<file path="config.mk">
export PLATFORM = sky130hd
export DESIGN_NAME = inst_fetch_flat
export DESIGN_NICKNAME = d
export VERILOG_FILES = /design/src/rtl/inst_fetch_pkg.sv /design/src/rtl/inst_fetch_if.sv /design/src/rtl/inst_fetch_fetch_queue.sv /design/src/rtl/inst_fetch.sv /design/src/flat_wrapper.sv
export SDC_FILE = /design/constraint.sdc
export NUM_CORES = 1
export LEC_CHECK = 0
export BUFFER_PORTS_ARGS = -buffer_cell sky130_fd_sc_hd__buf_2
export CAP_MARGIN = 20
export CORE_MARGIN = 5
export CORE_UTILIZATION = 30
export CTS_BUF_LIST = sky130_fd_sc_hd__clkbuf_4 sky130_fd_sc_hd__clkbuf_8
export DETAILED_ROUTE_END_ITERATION = 8
export SKIP_LAST_GASP = 1
export SYNTH_ARGS = -nofsm -noshare
export SYNTH_HDL_FRONTEND = slang
export SYNTH_HIERARCHICAL = 1
export SYNTH_SLANG_ARGS = --single-unit
</file>
<file path="constraint.sdc">
create_clock -name clk -period 7.7 [get_ports clk]
set_input_delay 0.77 -clock clk [delete_from_list [all_inputs] [get_ports clk]]
set_output_delay 0.77 -clock clk [all_outputs]
set_load 0.005 [all_outputs]
</file>
<file path="src/rtl/inst_fetch_pkg.sv">
// inst_fetch_pkg: shared constants, FSM states and queue entry type for the fetch unit
//   RESET_PC default, fetch-queue depth default, read opcode, state encoding,
//   {pc, instr} queue entry, word-alignment helper.
package inst_fetch_pkg;
   localparam logic [31:0] INST_CACHE_OFFSET   = 32'h0000_0000;
   localparam logic [31:0] INST_FETCH_RESET_PC = INST_CACHE_OFFSET;
   localparam int          FQ_DEPTH_DEFAULT    = 4;
   localparam logic        MEM_OP_READ         = 1'b0;

   typedef enum logic [1:0] {
      S_REQ_OFF = 2'd0,
      S_REQ     = 2'd1,
      S_DROP    = 2'd2
   } state_e;

   typedef struct packed {
      logic [31:0] pc;
      logic [31:0] instr;
   } fq_entry_t;

   function automatic logic [31:0] word_align(input logic [31:0] a);
      return {a[31:2], 2'b00};
   endfunction
endpackage

</file>
<file path="src/rtl/inst_fetch_if.sv">
// inst_fetch_if: request/acknowledge read bus between inst_fetch and inst_cache
//   mem_req/mem_addr/mem_op_type : fetch -> cache
//   mem_ack/mem_rdata            : cache -> fetch
interface inst_fetch_if;
   logic        mem_req;
   logic [31:0] mem_addr;
   logic        mem_op_type;
   logic        mem_ack;
   logic [31:0] mem_rdata;

   modport master (output mem_req, mem_addr, mem_op_type, input mem_ack, mem_rdata);
   modport slave  (input mem_req, mem_addr, mem_op_type, output mem_ack, mem_rdata);
endinterface

</file>
<file path="src/rtl/inst_fetch_fetch_queue.sv">
// fetch_queue: circular FIFO of {pc, instr} entries between fetch and decode
//   clk, rst (async, active-low)
//   push/din    : enqueue (dropped if full unless a pop frees a slot)
//   pop         : dequeue head (ignored when empty)
//   flush       : empty the queue, wins over push and pop
//   head        : current head entry, zero when empty
//   full, empty, count
module fetch_queue
   import inst_fetch_pkg::*;
#(
   parameter  int DEPTH = FQ_DEPTH_DEFAULT,
   localparam int AW    = $clog2(DEPTH)
) (
   input  logic        clk,
   input  logic        rst,
   input  logic        push,
   input  logic        pop,
   input  logic        flush,
   input  fq_entry_t   din,
   output fq_entry_t   head,
   output logic        full,
   output logic        empty,
   output logic [AW:0] count
);
   fq_entry_t     mem_q [DEPTH];
   logic [AW-1:0] head_q, head_d, tail_q, tail_d;
   logic [AW:0]   count_q, count_d;
   logic          do_push, do_pop;

   always_comb begin
      do_pop  = pop && !empty;
      do_push = push && (!full || do_pop);
      head_d  = flush ? '0 : head_q + AW'(do_pop);
      tail_d  = flush ? '0 : tail_q + AW'(do_push);
      count_d = flush ? '0 : count_q + (AW+1)'(do_push) - (AW+1)'(do_pop);
   end

   always_ff @(posedge clk or negedge rst) begin
      if (!rst) begin
         head_q  <= '0;
         tail_q  <= '0;
         count_q <= '0;
      end else begin
         head_q  <= head_d;
         tail_q  <= tail_d;
         count_q <= count_d;
      end
   end

   always_ff @(posedge clk) begin
      if (do_push && !flush) mem_q[tail_q] <= din;
   end

   assign empty = count_q == '0;
   assign full  = count_q == (AW+1)'(DEPTH);
   assign count = count_q;
   assign head  = empty ? '0 : mem_q[head_q];
endmodule

</file>
<file path="src/rtl/inst_fetch.sv">
// inst_fetch: PC holder and sequential instruction-cache read initiator with fetch queue
//   clk, rst (async, active-low)
//   mem (master)            : request/ack read bus to inst_cache
//   redirect, redirect_pc   : flush and restart fetch at redirect_pc (word aligned)
//   fq_valid/fq_instr/fq_pc : queue head to decode, consumed when fq_ready
module inst_fetch
   import inst_fetch_pkg::*;
#(
   parameter logic [31:0] RESET_PC = INST_FETCH_RESET_PC,
   parameter int          FQ_DEPTH = FQ_DEPTH_DEFAULT
) (
   input  logic          clk,
   input  logic          rst,
   inst_fetch_if.master  mem,
   input  logic          redirect,
   input  logic [31:0]   redirect_pc,
   output logic          fq_valid,
   output logic [31:0]   fq_instr,
   output logic [31:0]   fq_pc,
   input  logic          fq_ready
);
   localparam int AW = $clog2(FQ_DEPTH);

   state_e      state_q, state_d;
   logic [31:0] pc_q, pc_d, addr_q, addr_d;
   logic [31:0] target;
   logic [AW:0] count;
   logic        full, empty, push, pop, space;
   fq_entry_t   head;

   assign target = word_align(redirect_pc);
   assign push   = state_q == S_REQ && mem.mem_ack && !redirect;
   assign pop    = fq_valid && fq_ready;
   // count + push - pop < FQ_DEPTH. A full queue implies no request is
   // outstanding (so no push), and only a pop can make room.
   assign space  = full ? pop : !(push && !pop && count == (AW+1)'(FQ_DEPTH - 1));

   fetch_queue #(.DEPTH(FQ_DEPTH)) u_fq (
      .clk   (clk),
      .rst   (rst),
      .push  (push),
      .pop   (pop),
      .flush (redirect),
      .din   ({addr_q, mem.mem_rdata}),
      .head  (head),
      .full  (full),
      .empty (empty),
      .count (count)
   );

   always_ff @(posedge clk or negedge rst) begin
      if (!rst) begin
         state_q <= S_REQ_OFF;
         pc_q    <= RESET_PC;
         addr_q  <= RESET_PC;
      end else begin
         state_q <= state_d;
         pc_q    <= pc_d;
         addr_q  <= addr_d;
      end
   end

   // addr_q is the address on the bus and must not move while a request
   // waits for ack; pc_q carries the next fetch address or a pending target.
   always_comb begin
      state_d = state_q;
      pc_d    = pc_q;
      addr_d  = addr_q;
      case (state_q)
         S_REQ_OFF: begin
            if (redirect || space) begin
               state_d = S_REQ;
               pc_d    = redirect ? target : pc_q;
               addr_d  = pc_d;
            end
         end
         S_REQ: begin
            if (mem.mem_ack) begin
               pc_d    = redirect ? target : pc_q + 32'd4;
               addr_d  = pc_d;
               state_d = (redirect || space) ? S_REQ : S_REQ_OFF;
            end else if (redirect) begin
               pc_d    = target;
               state_d = S_DROP;
            end
         end
         S_DROP: begin
            pc_d = redirect ? target : pc_q;
            if (mem.mem_ack) begin
               state_d = S_REQ;
               addr_d  = pc_d;
            end
         end
         default: state_d = S_REQ_OFF;
      endcase
   end

   always_comb begin
      mem.mem_req     = state_q != S_REQ_OFF;
      mem.mem_addr    = addr_q;
      mem.mem_op_type = MEM_OP_READ;
      fq_valid        = !empty;
      fq_pc           = head.pc;
      fq_instr        = head.instr;
   end
endmodule

</file>
<file path="src/flat_wrapper.sv">
// flat-port wrapper written by rule: the top's interface ports become plain ports
module inst_fetch_flat import inst_fetch_pkg::*;
#(
   parameter logic [31:0] RESET_PC = INST_FETCH_RESET_PC,
   parameter int          FQ_DEPTH = FQ_DEPTH_DEFAULT
)
  (clk, rst, redirect, redirect_pc, fq_valid, fq_instr, fq_pc, fq_ready, mem_mem_req, mem_mem_addr, mem_mem_op_type, mem_mem_ack, mem_mem_rdata);
  inst_fetch_if mem_i ();
  input  logic clk;
  input  logic rst;
  input  logic redirect;
  input  logic [31:0] redirect_pc;
  output logic fq_valid;
  output logic [31:0] fq_instr;
  output logic [31:0] fq_pc;
  input  logic fq_ready;
  output wire logic [$bits(mem_i.mem_req)-1:0] mem_mem_req;
  output wire logic [$bits(mem_i.mem_addr)-1:0] mem_mem_addr;
  output wire logic [$bits(mem_i.mem_op_type)-1:0] mem_mem_op_type;
  input wire logic [$bits(mem_i.mem_ack)-1:0] mem_mem_ack;
  input wire logic [$bits(mem_i.mem_rdata)-1:0] mem_mem_rdata;
  assign mem_mem_req = mem_i.mem_req;
  assign mem_mem_addr = mem_i.mem_addr;
  assign mem_mem_op_type = mem_i.mem_op_type;
  assign mem_i.mem_ack = mem_mem_ack;
  assign mem_i.mem_rdata = mem_mem_rdata;
  inst_fetch #(.RESET_PC(RESET_PC), .FQ_DEPTH(FQ_DEPTH)) u_core (.clk(clk), .rst(rst), .mem(mem_i), .redirect(redirect), .redirect_pc(redirect_pc), .fq_valid(fq_valid), .fq_instr(fq_instr), .fq_pc(fq_pc), .fq_ready(fq_ready));
endmodule
</file>
==> impl_summary.log <==
[metrics] post-route design area: 16,900 µm²
[metrics] insertion delay to the later sink of the worst-skew pair: 0.58 ns
[metrics] final clock period utilization by the worst path: 50.5%
[metrics] post-route minimum period: 3.89 ns
[metrics] Max Freq: 257 MHz
[metrics] Detail Placement HPWL: 21,600 µm
[metrics] cells traversed along the worst timing path: buf_4 -> mux4_2 -> and2b_1 -> buf_2
[metrics] count of state elements after synthesis: 329
[metrics] cell area power density: 306 nW/µm²
[metrics] I/O pin total: 168
[metrics] routed length on met3: 2680 µm
[metrics] FFs w/ async S/R, synth: 22.2%
[metrics] Routed WL per cell: 19.8 µm
[metrics] relative max-transition margin: 29.0%
[metrics] power dissipated by switching net loads: 1.61 mW
[metrics] first-pass GRT wire length: 54,700 µm
[metrics] number of remaining DRC errors: 0
[metrics] average cell area after synthesis: 15.0 µm²
[metrics] final non-filler cell total: 1,784
[metrics] setup-violating endpoint count in the final report: 0
[metrics] Floorplan Core Area: 47,400 µm²
[metrics] proportion of netlist area held by the largest area contributor: 53.7%
[metrics] Initial Utilization: 30.2%
[metrics] number of buffers added by the clock tree synthesis step: 53
[metrics] Worst Max-Slew Pin Slew: 1.06 ns
[metrics] worst setup slack after layout: 3.81 ns
[metrics] maximum number of pins on one net before global-route repair: 74
[metrics] cell-internal power: 3.56 mW
[metrics] Critical Path AT: 3.12 ns
[metrics] number of distinct library cell variants in the gate-level netlist after synthesis: 69
[metrics] vias after detailed routing: 8,803
[metrics] Setup TNS Final: 0 ns
[metrics] cell type with the highest aggregate area in the netlist: sky130_fd_sc_hd__edfxtp_1
[metrics] cell leakage power: 5.99 nW
[metrics] Post-synth EDFFs: 256
[metrics] number of global-route vias before repair: 9,039
[metrics] Crit path largest cell delay: 0.84 ns
[metrics] top layer used by detailed routing: met5
[metrics] kind of end point of the critical path: output port
[metrics] sequential area share after synthesis: 66.4%
[metrics] post-CTS setup repair buffer count: 0
[metrics] pre-CTS WS: 3.82 ns
[metrics] highest net fanout along the worst path: 37
[metrics] standard cell with the maximum stage delay on the critical path: sky130_fd_sc_hd__dfrtp_4
[metrics] reg2reg setup slack: 4.30 ns
[metrics] kind of critical path: flop to output port
[metrics] Bufs and invs on worst path: 2
[metrics] vertical die dimension: 229 µm
[metrics] number of iterations in the first detailed-routing pass: 5
[metrics] end of the critical path: fq_pc[21]
[metrics] most common cell after layout, fill and taps aside: sky130_fd_sc_hd__edfxtp_1
[metrics] synthesis-to-finish area growth: 17.9%
[metrics] status: finished clean
[metrics] Warnings, synthesis: 6
[metrics] count of mapped cells out of synthesis: 955
[metrics] fin util: 35.6%
[metrics] number of antenna violations at the first check in global routing: 17
[metrics] Syn Nets: 1,029
[metrics] Hold Vio Cnt, Final: 0
[metrics] Reg power frac: 47.2%
[metrics] CTS tree: yes
[metrics] number of levels in the clock H-tree: 2
[metrics] Congestion Overflow GR: 0
[metrics] metal2 WL: 17,200 µm
[metrics] share of total power in the clock network: 29.7%
[metrics] number of max-cap violations: 0
[metrics] total standard cell area after synthesis: 14,300 µm²
[metrics] DIE AREA: 52,200 µm²
[metrics] share of power burned in combinational logic: 23.1%
[metrics] Sw Share: 31.1%
[metrics] drt via density: 4.93
[metrics] worst path required time: 6.93 ns
[metrics] IO Port Bufs: 164
[metrics] dominant synthesized flop cell: sky130_fd_sc_hd__edfxtp_1
[metrics] sum of routed wire length over all layers: 35,300 µm
[metrics] PostCTS Resize Cnt: 0
[metrics] worst r2r dst: u_core/u_fq/mem_q[3][24]
[metrics] Final Max Tran Viols: 0
[metrics] number of design-rule violations left by the first detailed-router iteration: 616
[metrics] clock-pin slew on the worst setup and hold paths: 0.06 ns
[metrics] Worst setup SP type: flop
[metrics] antenna viol nets, final: 0
[metrics] number of placed cells counting well taps: 1,677
[metrics] ratio of cells with drive above 1 in the final layout: 30.6%
[metrics] most frequent cells in the layout: 256 x sky130_fd_sc_hd__edfxtp_1, 163 x sky130_fd_sc_hd__buf_2, 71 x sky130_fd_sc_hd__dfrtp_1
[metrics] worst setup path start: u_core/u_fq/head_q[0]
[metrics] unrepaired setup endpoints after global routing: false
[metrics] placed cell areas: 15,700 µm²
[metrics] Hold-fix buffers, CTS: 0
[metrics] overall global routing resource usage: 13.3%
[metrics] number of sinks handled by clock tree synthesis: 329
[metrics] class of the tightest hold or removal check: primary input to asynchronous set/reset pin
[metrics] highest ir drop seen on vdd: 0.222 mV
[metrics] Crit path depth: 4
[metrics] site row count: 80
[metrics] buffer levels on the longest clock path: 3
[metrics] Post-Route Skew: 0.0272 ns
[metrics] cell types with the largest area share after synthesis: sky130_fd_sc_hd__edfxtp_1 54%, sky130_fd_sc_hd__dfrtp_1 13%, sky130_fd_sc_hd__mux4_2 10%
[metrics] Crit path max-delay family: buffers and inverters
[metrics] root buffer cell: sky130_fd_sc_hd__clkbuf_8
[metrics] final net count: 1,194
[metrics] launching point of the worst reg2reg path: u_core/u_fq/count[1]
[metrics] final estimated routing congestion in global placement: 0.866
[metrics] width of the chip: 229 µm
[metrics] wire length on met1: 14,500 µm
[metrics] number of cell instances on the worst register-to-register path: 8
-- metal layers --
layer / global-route usage [%] / vias up
met4: 4.12 / 18
li1: - / 4016
met2: 22.1 / 254
met5: 0 / -
met1: 16.9 / 4445
met3: 4.02 / 70
-- kinds of logic after synthesis --
logic type               count (synthesis)  share of synthesized area (%)
XOR/XNOR                                28                           1.71
buffers and inverters                   78                           2.65
multiplexers                            83                           11.5
AO/OA/AOI/OAI                          136                           6.05
adder cells (fa/ha/maj)                  5                          0.489
other                                    1                         0.0262
flip-flops                             329                           66.4
AND/OR/NAND/NOR                        295                           11.2
-- cells in the mapped netlist (all sizes together) (6+ instances only) --
master / instances
a211oi: 6
a21oi: 36
and2: 6
and2b: 16
and3: 9
buf: 27
clkbuf: 42
dfrtp: 73
edfxtp: 256
inv: 8
mux2: 9
mux2i: 10
mux4: 64
nand2: 59
nand2b: 6
nand3: 25
nand4: 20
nor2: 46
nor2b: 58
nor3: 22
nor4: 7
o21ai: 37
o22ai: 13
xnor2: 12
xor2: 16
-- sequential cells by signal (all words and copies together), names as in the netlist --
name                 count
u_core/mem.mem_addr     32
u_core/state_q           2
u_core/u_fq/head_q       2
u_core/u_fq/mem_q      256
u_core/u_fq/tail_q       2
u_core/pc_q             32
u_core/u_fq/count        3
-- through the flow --
step           hold slack, ns  power (mW)
2_1_floorplan           0.454        3.12
3_3_place_gp            0.472        3.69
3_5_place_dp            0.474        3.71
4_1_cts                 0.344        5.27
5_1_grt                0.0516        5.49
6_report               0.0917        5.17
-- how the worst min path moves through the flow --
stage / slack [ns] / end / from
after global placement: 0.47 / u_core/pc_q[1] / u_core/pc_q[1]
after CTS: 0.34 / u_core/u_fq/mem_q[3][9] / mem_mem_rdata[9]
after global routing: 0.05 / u_core/pc_q[5] / rst
final: 0.09 / u_core/pc_q[5] / rst
after detailed placement: 0.47 / u_core/pc_q[1] / u_core/pc_q[1]
after floorplan: 0.45 / u_core/pc_q[0] / u_core/pc_q[0]
-- power groups by stage --
stage	Combinational [mW]	Clock [mW]	Sequential (mW)
after global placement	1.22	0	2.46
after floorplan	0.771	0	2.35
after global routing	1.33	1.68	2.48
after detailed placement	1.23	0	2.48
final	1.19	1.54	2.44
after CTS	1.23	1.59	2.45
-- worst register-to-register path, cell delays in order, from the launching register on --
cell	delay [ns]
sky130_fd_sc_hd__dfrtp_1	0.47
sky130_fd_sc_hd__nor3_4	0.20
sky130_fd_sc_hd__buf_4	0.69
sky130_fd_sc_hd__nand2b_1	0.28
sky130_fd_sc_hd__inv_1	0.14
sky130_fd_sc_hd__nor2b_1	0.44
sky130_fd_sc_hd__nor3_2	0.10
sky130_fd_sc_hd__buf_4	0.30
sky130_fd_sc_hd__buf_4	0.42
-- final cells by class --
type / instances / area [µm²]
Clock inverter: 21 / 171
Multi-Input combinational cell: 548 / 4470
Inverter: 9 / 33.8
Tap cell: 615 / 769
Timing Repair Buffer: 179 / 996
Antenna cell: 5 / 12.5
Clock buffer: 78 / 917
Fill cell: 4621 / 30600
Sequential cell: 329 / 9520
(Power assumes the default switching activity.)
